<file path="config.mk">
export PLATFORM = sky130hd
export DESIGN_NAME = vga_pixel_fetch
export DESIGN_NICKNAME = d
export VERILOG_FILES = /design/src/rtl/vga_pkg.sv /design/src/rtl/vga_delay_line.sv /design/src/rtl/vga_pixel_fetch.sv
export SDC_FILE = /design/constraint.sdc
export NUM_CORES = 1
export LEC_CHECK = 0
export ABC_AREA = 0
export CELL_PAD_IN_SITES_DETAIL_PLACEMENT = 1
export CELL_PAD_IN_SITES_GLOBAL_PLACEMENT = 1
export CORE_UTILIZATION = 27
export CTS_CLUSTER_DIAMETER = 150
export CTS_CLUSTER_SIZE = 25
export DETAILED_ROUTE_END_ITERATION = 12
export PLACE_DENSITY = 0.92
export RECOVER_POWER = 25
export SLEW_MARGIN = 20
export SYNTH_ARGS = -nofsm -noshare
export SYNTH_HDL_FRONTEND = slang
export SYNTH_HIERARCHICAL = 1
export SYNTH_SLANG_ARGS = --single-unit
</file>
<file path="constraint.sdc">
create_clock -name pclk -period 1.39 [get_ports pclk]
set_input_delay 0.139 -clock pclk [delete_from_list [all_inputs] [get_ports pclk]]
set_output_delay 0.139 -clock pclk [all_outputs]
set_load 0.02 [all_outputs]
</file>
<file path="src/rtl/vga_pkg.sv">
// Shared constants and encodings for the VGA pixel fetch slice.
package vga_pkg;

  localparam int HD    = 640;
  localparam int VD    = 480;
  localparam int PIX_W = 12;

  // Idle level of the active-low hsync/vsync lines.
  localparam logic SYNC_IDLE = 1'b1;

  typedef enum logic [1:0] {
    DIR_RIGHT = 2'd0,
    DIR_LEFT  = 2'd1,
    DIR_DOWN  = 2'd2,
    DIR_UP    = 2'd3
  } scroll_dir_e;

  typedef enum logic [1:0] {
    IDLE  = 2'd0,
    ARMED = 2'd1,
    RUN   = 2'd2
  } scroll_state_e;

endpackage

</file>
<file path="src/rtl/vga_delay_line.sv">
// Fixed-depth shift register with synchronous reset to a per-bit value.
module vga_delay_line #(
  parameter int               WIDTH   = 1,
  parameter int               DEPTH   = 1,
  parameter logic [WIDTH-1:0] RST_VAL = '0
) (
  input  logic             pclk,
  input  logic             reset,
  input  logic [WIDTH-1:0] din,
  output logic [WIDTH-1:0] dout
);

  logic [DEPTH-1:0][WIDTH-1:0] stage_q;
  logic [DEPTH-1:0][WIDTH-1:0] stage_d;

  always_comb begin
    stage_d    = stage_q;
    stage_d[0] = din;
    for (int i = 1; i < DEPTH; i++) begin
      stage_d[i] = stage_q[i-1];
    end
  end

  always_ff @(posedge pclk) begin
    if (reset) begin
      stage_q <= {DEPTH{RST_VAL}};
    end else begin
      stage_q <= stage_d;
    end
  end

  assign dout = stage_q[DEPTH-1];

endmodule

</file>
<file path="src/rtl/vga_pixel_fetch.sv">
// Pixel fetch: maps screen position to a tiled image-ROM address and realigns
// syncs/valid to the ROM latency. Define VGA_PIXEL_FETCH_SCROLL_EN for frame scrolling.
//
// state | meaning
// IDLE  | no scroll requested
// ARMED | scroll_en seen on one frame start, offsets held
// RUN   | offsets step one texel per frame start while scroll_en stays high
module vga_pixel_fetch #(
  parameter int IMG_LOG2   = 6,
  parameter int SCALE_LOG2 = 2,
  parameter int MEM_LAT    = 1,
  parameter int PIX_W      = vga_pkg::PIX_W
) (
  input  logic                  pclk,
  input  logic                  reset,
  input  logic                  valid_in,
  input  logic                  hsync_in,
  input  logic                  vsync_in,
  input  logic [9:0]            h_cnt,
  input  logic [9:0]            v_cnt,
  output logic [2*IMG_LOG2-1:0] rom_addr,
  input  logic [PIX_W-1:0]      rom_data,
  input  logic                  scroll_en,
  input  logic [1:0]            scroll_dir,
  output logic [PIX_W-1:0]      pixel_out,
  output logic                  hsync_out,
  output logic                  vsync_out
);

  import vga_pkg::*;

  localparam int AW = 2 * IMG_LOG2;
  localparam logic [2:0] DL_RST = {1'b0, SYNC_IDLE, SYNC_IDLE};

  logic [IMG_LOG2-1:0] x_off;
  logic [IMG_LOG2-1:0] y_off;

`ifdef VGA_PIXEL_FETCH_SCROLL_EN
  localparam logic [IMG_LOG2-1:0] OFF_ONE = IMG_LOG2'(1);

  scroll_state_e       state_q;
  logic [IMG_LOG2-1:0] x_off_q;
  logic [IMG_LOG2-1:0] y_off_q;
  logic                vsync_prev_q;
  logic                fs;

  assign fs = vsync_prev_q & ~vsync_in;

  // Offsets only move on frame start so a frame is never drawn with two offsets.
  always_ff @(posedge pclk) begin
    if (reset) begin
      state_q      <= IDLE;
      x_off_q      <= '0;
      y_off_q      <= '0;
      vsync_prev_q <= SYNC_IDLE;
    end else begin
      vsync_prev_q <= vsync_in;
      if (fs) begin
        unique case (state_q)
          IDLE:  if (scroll_en) state_q <= ARMED;
          ARMED: state_q <= scroll_en ? RUN : IDLE;
          RUN: begin
            if (!scroll_en) begin
              state_q <= IDLE;
            end else begin
              unique case (scroll_dir)
                DIR_RIGHT: x_off_q <= x_off_q - OFF_ONE;
                DIR_LEFT:  x_off_q <= x_off_q + OFF_ONE;
                DIR_DOWN:  y_off_q <= y_off_q - OFF_ONE;
                DIR_UP:    y_off_q <= y_off_q + OFF_ONE;
                default:   x_off_q <= x_off_q;
              endcase
            end
          end
          default: state_q <= IDLE;
        endcase
      end
    end
  end

  assign x_off = x_off_q;
  assign y_off = y_off_q;
`else
  logic unused_scroll;

  assign unused_scroll = ^{scroll_en, scroll_dir};
  assign x_off = '0;
  assign y_off = '0;
`endif

  // Stage A: texel coordinates; the IMG_LOG2-bit sums wrap, which tiles the image.
  logic [AW-1:0]       rom_addr_q;
  logic [AW-1:0]       rom_addr_d;
  logic [IMG_LOG2-1:0] tx;
  logic [IMG_LOG2-1:0] ty;
  logic                unused_cnt;

  assign unused_cnt = ^{h_cnt, v_cnt};

  always_comb begin
    tx         = h_cnt[SCALE_LOG2 +: IMG_LOG2] + x_off;
    ty         = v_cnt[SCALE_LOG2 +: IMG_LOG2] + y_off;
    rom_addr_d = {ty, tx};
  end

  always_ff @(posedge pclk) begin
    if (reset) begin
      rom_addr_q <= '0;
    end else begin
      rom_addr_q <= rom_addr_d;
    end
  end

  assign rom_addr = rom_addr_q;

  // Stage B: capture ROM data in the same cycle the delayed valid/syncs emerge.
  logic [PIX_W-1:0] pix_q;
  logic [PIX_W-1:0] pix_d;
  logic [2:0]       dl_out;

  always_comb begin
    pix_d = rom_data;
  end

  always_ff @(posedge pclk) begin
    if (reset) begin
      pix_q <= '0;
    end else begin
      pix_q <= pix_d;
    end
  end

  vga_delay_line #(
    .WIDTH   (3),
    .DEPTH   (MEM_LAT + 2),
    .RST_VAL (DL_RST)
  ) u_sync_dly (
    .pclk  (pclk),
    .reset (reset),
    .din   ({valid_in, hsync_in, vsync_in}),
    .dout  (dl_out)
  );

  // Both operands are flops, so the blanking gate adds no stale-pixel path after reset.
  assign pixel_out = dl_out[2] ? pix_q : '0;
  assign hsync_out = dl_out[1];
  assign vsync_out = dl_out[0];

endmodule

</file>
==> qor.yml, run 1 <==
seqPwrFrac_pct: 47.5
yosysUniqueCellTypes: 8
min_period_ps: 1331
synthTopCellsByCount: "33 x dfxtp_1, 14 x nor2b_2, 12 x and2_1"
yosysWarnings: 6
grt_overflow: 0
hpwl_um: 1610
ant_nets: 0
drtIter0Drc: 10
yosysTopAreaCell: "dfxtp_1"
track_usage_pct: 11.77
drive_gt1_share_pct: 15.49
avgSynthCellArea_um2: 12.47
syn_to_final_growth_pct: 67.78
cts_buffers: 5
cp.arrival_ps: 1190
swShare_pct: 19.13
fin_cells: 188
rows: 21
max-clock-path-buffers: 2
place_congestion: 0.6538
hold_path.class: "flop to flop"
setup_viol_count_final: 0
fin_worst_skew_ps: 2.639
crit_buf_inv: 1
dr.pass1.iters: 3
fillers: 389
ioPinCount: 66
clockPowerShare_pct: 42.7
ys.flop_type: "dfxtp_1"
grt_max_degree: 25
slew_headroom_pct: 66.08
clk_latency_ps: 280
synth_edf_count: 0
synthCells: 81
yosysSeqAreaShare_pct: 65.43
cp_top_family: "buffers and inverters"
die_w_um: 63.16
worstMarginPinSlew_ps: 508.9
clkTransAtPathRegs_ps: 60
synth_top_cells_by_area: "dfxtp_1 65%, nor2b_2 12%, and2_1 7.4%"
power_switching_w: 0.0004046
cts_max_level: 2
intPower_w: 0.001711
dp.cells: 180
post_cts_buffers: 0
core_um2: 3468
antenna_found_initial: 0
yosysMostFrequentCell: "dfxtp_1"
final_area_um2: 1694
status: "finished, final reports clean"
synthesis.nets: 121
die_area_um2: 3989
crit_path_cell_trace: "clkdlybuf4s50_1"
cts_tree: "done"
synth_top_area_share_pct: 65.43
num-nets-final: 181
startpoint_type: "flop"
numClockSinks: 33
numPortBuffers: 54
grt_pass1_wl_um: 3353
leakage_nw: 0.7418
netlist_area_um2: 1010
synth-seq-cells: 33
maxCapViolCount: 0
fin_hold_ws_ps: 404.2
root_buffer: "clkbuf_8"
grt_pass1_vias: 733
vias: 732
postPlaceCellArea_um2: 1608
power_density_nw_per_um2: 1249
postCtsHoldBufs: 0
required_ps: 1250
wl_per_cell_um: 10.98
final_util_pct: 48.85
rsz0062_at_grt: "false"
antenna_cells: 0
hold_viol: 0
max_stage_delay_ps: 600
combPwrFrac_pct: 9.8
crit_slowest_cell: "clkdlybuf4s50_1"
max_freq_mhz: 751.5
via_per_inst: 3.894
start_util_pct: 29.11
drc_errors: 0
worstPathMaxFanout: 1
end_kind: "output port"
vdd.ir_drop.worst_uv: 502.2
synthArstFlopShare_pct: 0
setup_tns_ps: 0
regToRegSetupSlack_ps: 790
drv_slew: 0
wl_um: 2065
fin_crit_sh_pct: 95.73
chipHeight_um: 63.16
worstSetupPathType: "flop to output port"
-- flip-flops by register name, indices dropped and copies added (netlist names) --
register	cells
rom_addr	12
u_sync_dly/stage_d	6
u_sync_dly/dout	3
pix_q	12
-- power groups by stage --
| stage | Clock, W | Sequential [W] | Combinational [W] |
|---|---|---|---|
| after floorplan | 0 | 0.00105 | 0.0000586 |
| after global placement | 0 | 0.00102 | 0.000215 |
| after detailed placement | 0 | 0.00103 | 0.000221 |
| after CTS | 0.000949 | 0.00101 | 0.000220 |
| after global routing | 0.00100 | 0.00101 | 0.000222 |
| final | 0.000903 | 0.00101 | 0.000207 |
-- through the flow --
step           power [W]  setup WS [ps]
2_1_floorplan   0.001107          565.8
3_3_place_gp    0.001239          36.16
3_5_place_dp    0.001249         -2.389
4_1_cts         0.002175          20.11
5_1_grt         0.002233          6.361
6_report        0.002115          59.33
-- path summary, 6_finish.rpt --
check,from,end,cells after the start
hold / removal,u_sync_dly/stage_d[7],u_sync_dly/dout[1],1
hold reg to reg,u_sync_dly/stage_d[7],u_sync_dly/dout[1],1
setup / recovery,rom_addr[11],rom_addr[11],1
setup reg to reg,u_sync_dly/stage_d[6],u_sync_dly/dout[0],1
-- cell usage in the layout, fill, tap and decap left out, drive strengths merged --
cell / synthesis / final
clkdlybuf4s50: 0 / 39
dfxtp: 33 / 33
nor2b: 23 / 23
and2: 12 / 12
dlygate4sd2: 0 / 12
clkbuf: 1 / 9
or2: 6 / 6
and2b: 4 / 4
dlymetal6s2s: 0 / 2
bufinv: 0 / 1
dlygate4sd3: 0 / 1
-- metal layers --
metal	share of wire (%)	global-route usage, %
met2	51	20.70
met1	36	10.59
met5	0	0
met4	2.6	6.977
met3	10	6.159
-- final cells by class --
type                    instances  area, um2  share of cell area [%]
clock buffers                   7      86.33                   5.096
clock inverters                 1      30.03                   1.773
multi-input cells              45      319.1                   18.83
flip-flops and latches         33      661.9                   39.07
well taps                      46      57.56                   3.397
repair buffers                 56      539.3                   31.83
-- cell families after synthesis --
family,Yosys count,share of synthesized area [%]
buf+inv,3,2.726
flops,33,65.43
simple gates,45,31.85
-- repair_timing --
action,CTS,global route
setup endpoints to repair,12,2
pin swaps,0,0
gates resized for setup,13,2
Power figures use the tool's default switching activity.
==> run 2, diff against run 1 <==
--- a/config.mk
+++ b/config.mk
@@ -5,17 +5,18 @@
 export SDC_FILE = /design/constraint.sdc
 export NUM_CORES = 1
 export LEC_CHECK = 0
-export ABC_AREA = 0
+export ABC_AREA = 1
 export CELL_PAD_IN_SITES_DETAIL_PLACEMENT = 1
 export CELL_PAD_IN_SITES_GLOBAL_PLACEMENT = 1
-export CORE_UTILIZATION = 27
+export CORE_UTILIZATION = 26
 export CTS_CLUSTER_DIAMETER = 150
 export CTS_CLUSTER_SIZE = 25
 export DETAILED_ROUTE_END_ITERATION = 12
-export PLACE_DENSITY = 0.92
+export PLACE_DENSITY = 0.94
 export RECOVER_POWER = 25
 export SLEW_MARGIN = 20
 export SYNTH_ARGS = -nofsm -noshare
 export SYNTH_HDL_FRONTEND = slang
 export SYNTH_HIERARCHICAL = 1
 export SYNTH_SLANG_ARGS = --single-unit
+export TNS_END_PERCENT = 30
==> qor.yml, run 2 <==
clk_latency_ps: 270  # about the same
crit_buf_inv: 1  # unchanged
layout_commonest_cell: "inv_1"
whs_endpoint: "rom_addr[7]"
die_w_um: 65.09  # +3.1%
numClockSinks: 33  # unchanged
status: "finished, final reports clean"
netlist_area_um2: 1035  # +2.5%
die_area_um2: 4236  # +6.2%
setup_tns_ps: 0  # unchanged
yosysUniqueCellTypes: 8  # unchanged
synthTopCellsByCount: "45 x inv_1, 33 x dfxtp_1, 27 x nor2_1"
cp.arrival_ps: 1210  # +20 ps
numPortBuffers: 54  # unchanged
drc_errors: 0  # unchanged
cts_max_level: 2  # unchanged
crit-reg2reg-capture: "u_sync_dly/dout[2]"
avgSynthCellArea_um2: 8.148  # -35%
synthCells: 127  # +57%
hp-start: "v_cnt[3]"
cts_buffers: 5  # unchanged
drtIter0Drc: 21  # +11
post_cts_buffers: 0  # unchanged
antenna_cells: 0  # unchanged
startpoint_type: "flop"
crit_path_cell_trace: "clkdlybuf4s50_1"
wl_um: 2220  # +7.5%
root_buffer: "clkbuf_8"
synth_top_cells_by_area: "dfxtp_1 64%, inv_1 16%, nor2_1 9.8%"
leakage_nw: 0.9646  # +30%
worstMarginPinSlew_ps: 525.9  # +17.05 ps
max_stage_delay_ps: 610  # about the same
yosysTopAreaCell: "dfxtp_1"
synthesis.nets: 167  # +38%
ioPinCount: 66  # unchanged
min_period_ps: 1351  # +20.54 ps
fin_crit_sh_pct: 97.21  # +1.5 points
ant_nets: 0  # unchanged
fin_cells: 236  # +26%
cp_top_family: "buffers and inverters"
hold_path.class: "input port to flop"
layout_common_cells: "46 x inv_1, 40 x clkdlybuf4s50_1, 33 x dfxtp_1"
syn_to_final_growth_pct: 64.93
required_ps: 1250  # about the same
crit_slowest_cell: "clkdlybuf4s50_1"
num-nets-final: 228  # +26%
vias: 899  # +23%
core_um2: 3744  # +7.9%
swShare_pct: 21.01  # +1.9 points
synthArstFlopShare_pct: 0  # unchanged
ff2ff_path_depth: 2  # +1
clockPowerShare_pct: 36.2  # -6.5 points
power_switching_w: 0.0004017  # -0.71%
grt_pass1_vias: 878  # +20%
yosysSeqAreaShare_pct: 63.85  # -1.6 points
regToRegSetupSlack_ps: 890  # +100 ps
via_per_inst: 3.809  # -2.2%
dr.pass1.iters: 3  # unchanged
synth_edf_count: 0  # unchanged
slew_headroom_pct: 64.94  # -1.1 points
rsz0062_at_grt: "false"
synth-seq-cells: 33  # unchanged
worstSetupPathType: "flop to output port"
cts_tree: "done"
maxCapViolCount: 0  # unchanged
clkTransAtPathRegs_ps: 60  # about the same
combPwrFrac_pct: 11.1  # +1.3 points
fin_worst_skew_ps: 0.5608  # -2.079 ps
holdPathStages: 3  # +2
hold_viol: 0  # unchanged
seqPwrFrac_pct: 52.6  # +5.1 points
fillers: 454  # +17%
drive_gt1_share_pct: 4.787  # -11 points
place_congestion: 0.5822  # -11%
grt_pass1_wl_um: 3781  # +13%
dp.cells: 229  # +27%
reg2reg_from: "u_sync_dly/stage_d[8]"
end_kind: "output port"
start_util_pct: 27.64  # -1.5 points
intPower_w: 0.001510  # -12%
chipHeight_um: 65.09  # +3.1%
rows: 22  # +4.8%
hpwl_um: 1762  # +9.4%
worstPathMaxFanout: 1  # unchanged
ys.flop_type: "dfxtp_1"
yosysWarnings: 6  # unchanged
vdd.ir_drop.worst_uv: 632.3  # +26%
power_density_nw_per_um2: 1120  # -10%
antenna_found_initial: 0  # unchanged
max_freq_mhz: 740.1  # -1.5%
grt_overflow: 0  # unchanged
track_usage_pct: 12.31  # +0.54 points
drv_slew: 0  # unchanged
synth_top_area_share_pct: 63.85  # -1.6 points
wl_per_cell_um: 9.407  # -14%
power_w: 0.001912  # -9.6%
grt_max_degree: 14  # -44%
max-clock-path-buffers: 2  # unchanged
yosysMostFrequentCell: "inv_1"
setup_viol_count_final: 0  # unchanged
## run 2: area by class of cell
cell class	instances	area, um2	area share, %
Sequential cell	33	660.6	38.71
Timing Repair Buffer	57	555.5	32.55
Inverter	46	172.7	10.12
Multi-Input combinational cell	45	171.4	10.04
Clock buffer	7	86.33	5.059
Tap cell	48	60.06	3.519
## run 2: kinds of logic (layout without fill, tap and decap cells)
logic type / Yosys count / in the layout / synth area share [%]
AND/OR/NAND/NOR: 45 / 45 / 16.57
buffers and inverters: 49 / 110 / 19.59
flip-flops: 33 / 33 / 63.84
## run 2: metrics by stage
step	hold WS, ps	utilization [%]	cell area, um2	setup slack (ps)
2_1_floorplan	210.2	-	1035	597.6
3_3_place_gp	388.5	43.82	1640	94.19
3_5_place_dp	396.2	43.82	1640	70.66
4_1_cts	365.7	45.72	1712	17.57
5_1_grt	384.0	45.59	1707	0.6728
6_report	377.7	45.59	1707	38.79
## run 2: repair_timing
item                       in CTS  in global routing
hold buffers                    0                  0
resized for setup              12                  6
gates cloned                    0                  0
pin swaps                       0                  0
setup endpoints to repair      12                  5
## run 2: power groups by stage
stage	clock (W)	combinational, W	sequential, W
6_report	0.000693	0.000213	0.00101
5_1_grt	0.000776	0.000235	0.00101
4_1_cts	0.000733	0.000222	0.00101
3_5_place_dp	0	0.000223	0.00103
3_3_place_gp	0	0.000217	0.00102
2_1_floorplan	0	0.0000567	0.00105
## run 2: metal layers
metal / global-route usage (%) / share of wire (%) / up-vias
li1: - / - / 454
met1: 10.52 / 35 / 402
met2: 22.92 / 54 / 39
met3: 6.690 / 9.1 / 4
met4: 5.707 / 1.6 / 0
met5: 0 / 0 / -
## run 2: how the worst max path moves through the flow
stage	start	endpoint	slack [ps]	depth (start not counted)
2_1_floorplan	u_sync_dly/dout[2]	pixel_out[0]	600	3
3_3_place_gp	u_sync_dly/dout[2]	pixel_out[0]	90	4
3_5_place_dp	u_sync_dly/dout[2]	pixel_out[6]	70	4
4_1_cts	u_sync_dly/dout[0]	vsync_out	20	1
5_1_grt	u_sync_dly/dout[2]	pixel_out[3]	0.7	4
6_report	u_sync_dly/dout[0]	vsync_out	40	1
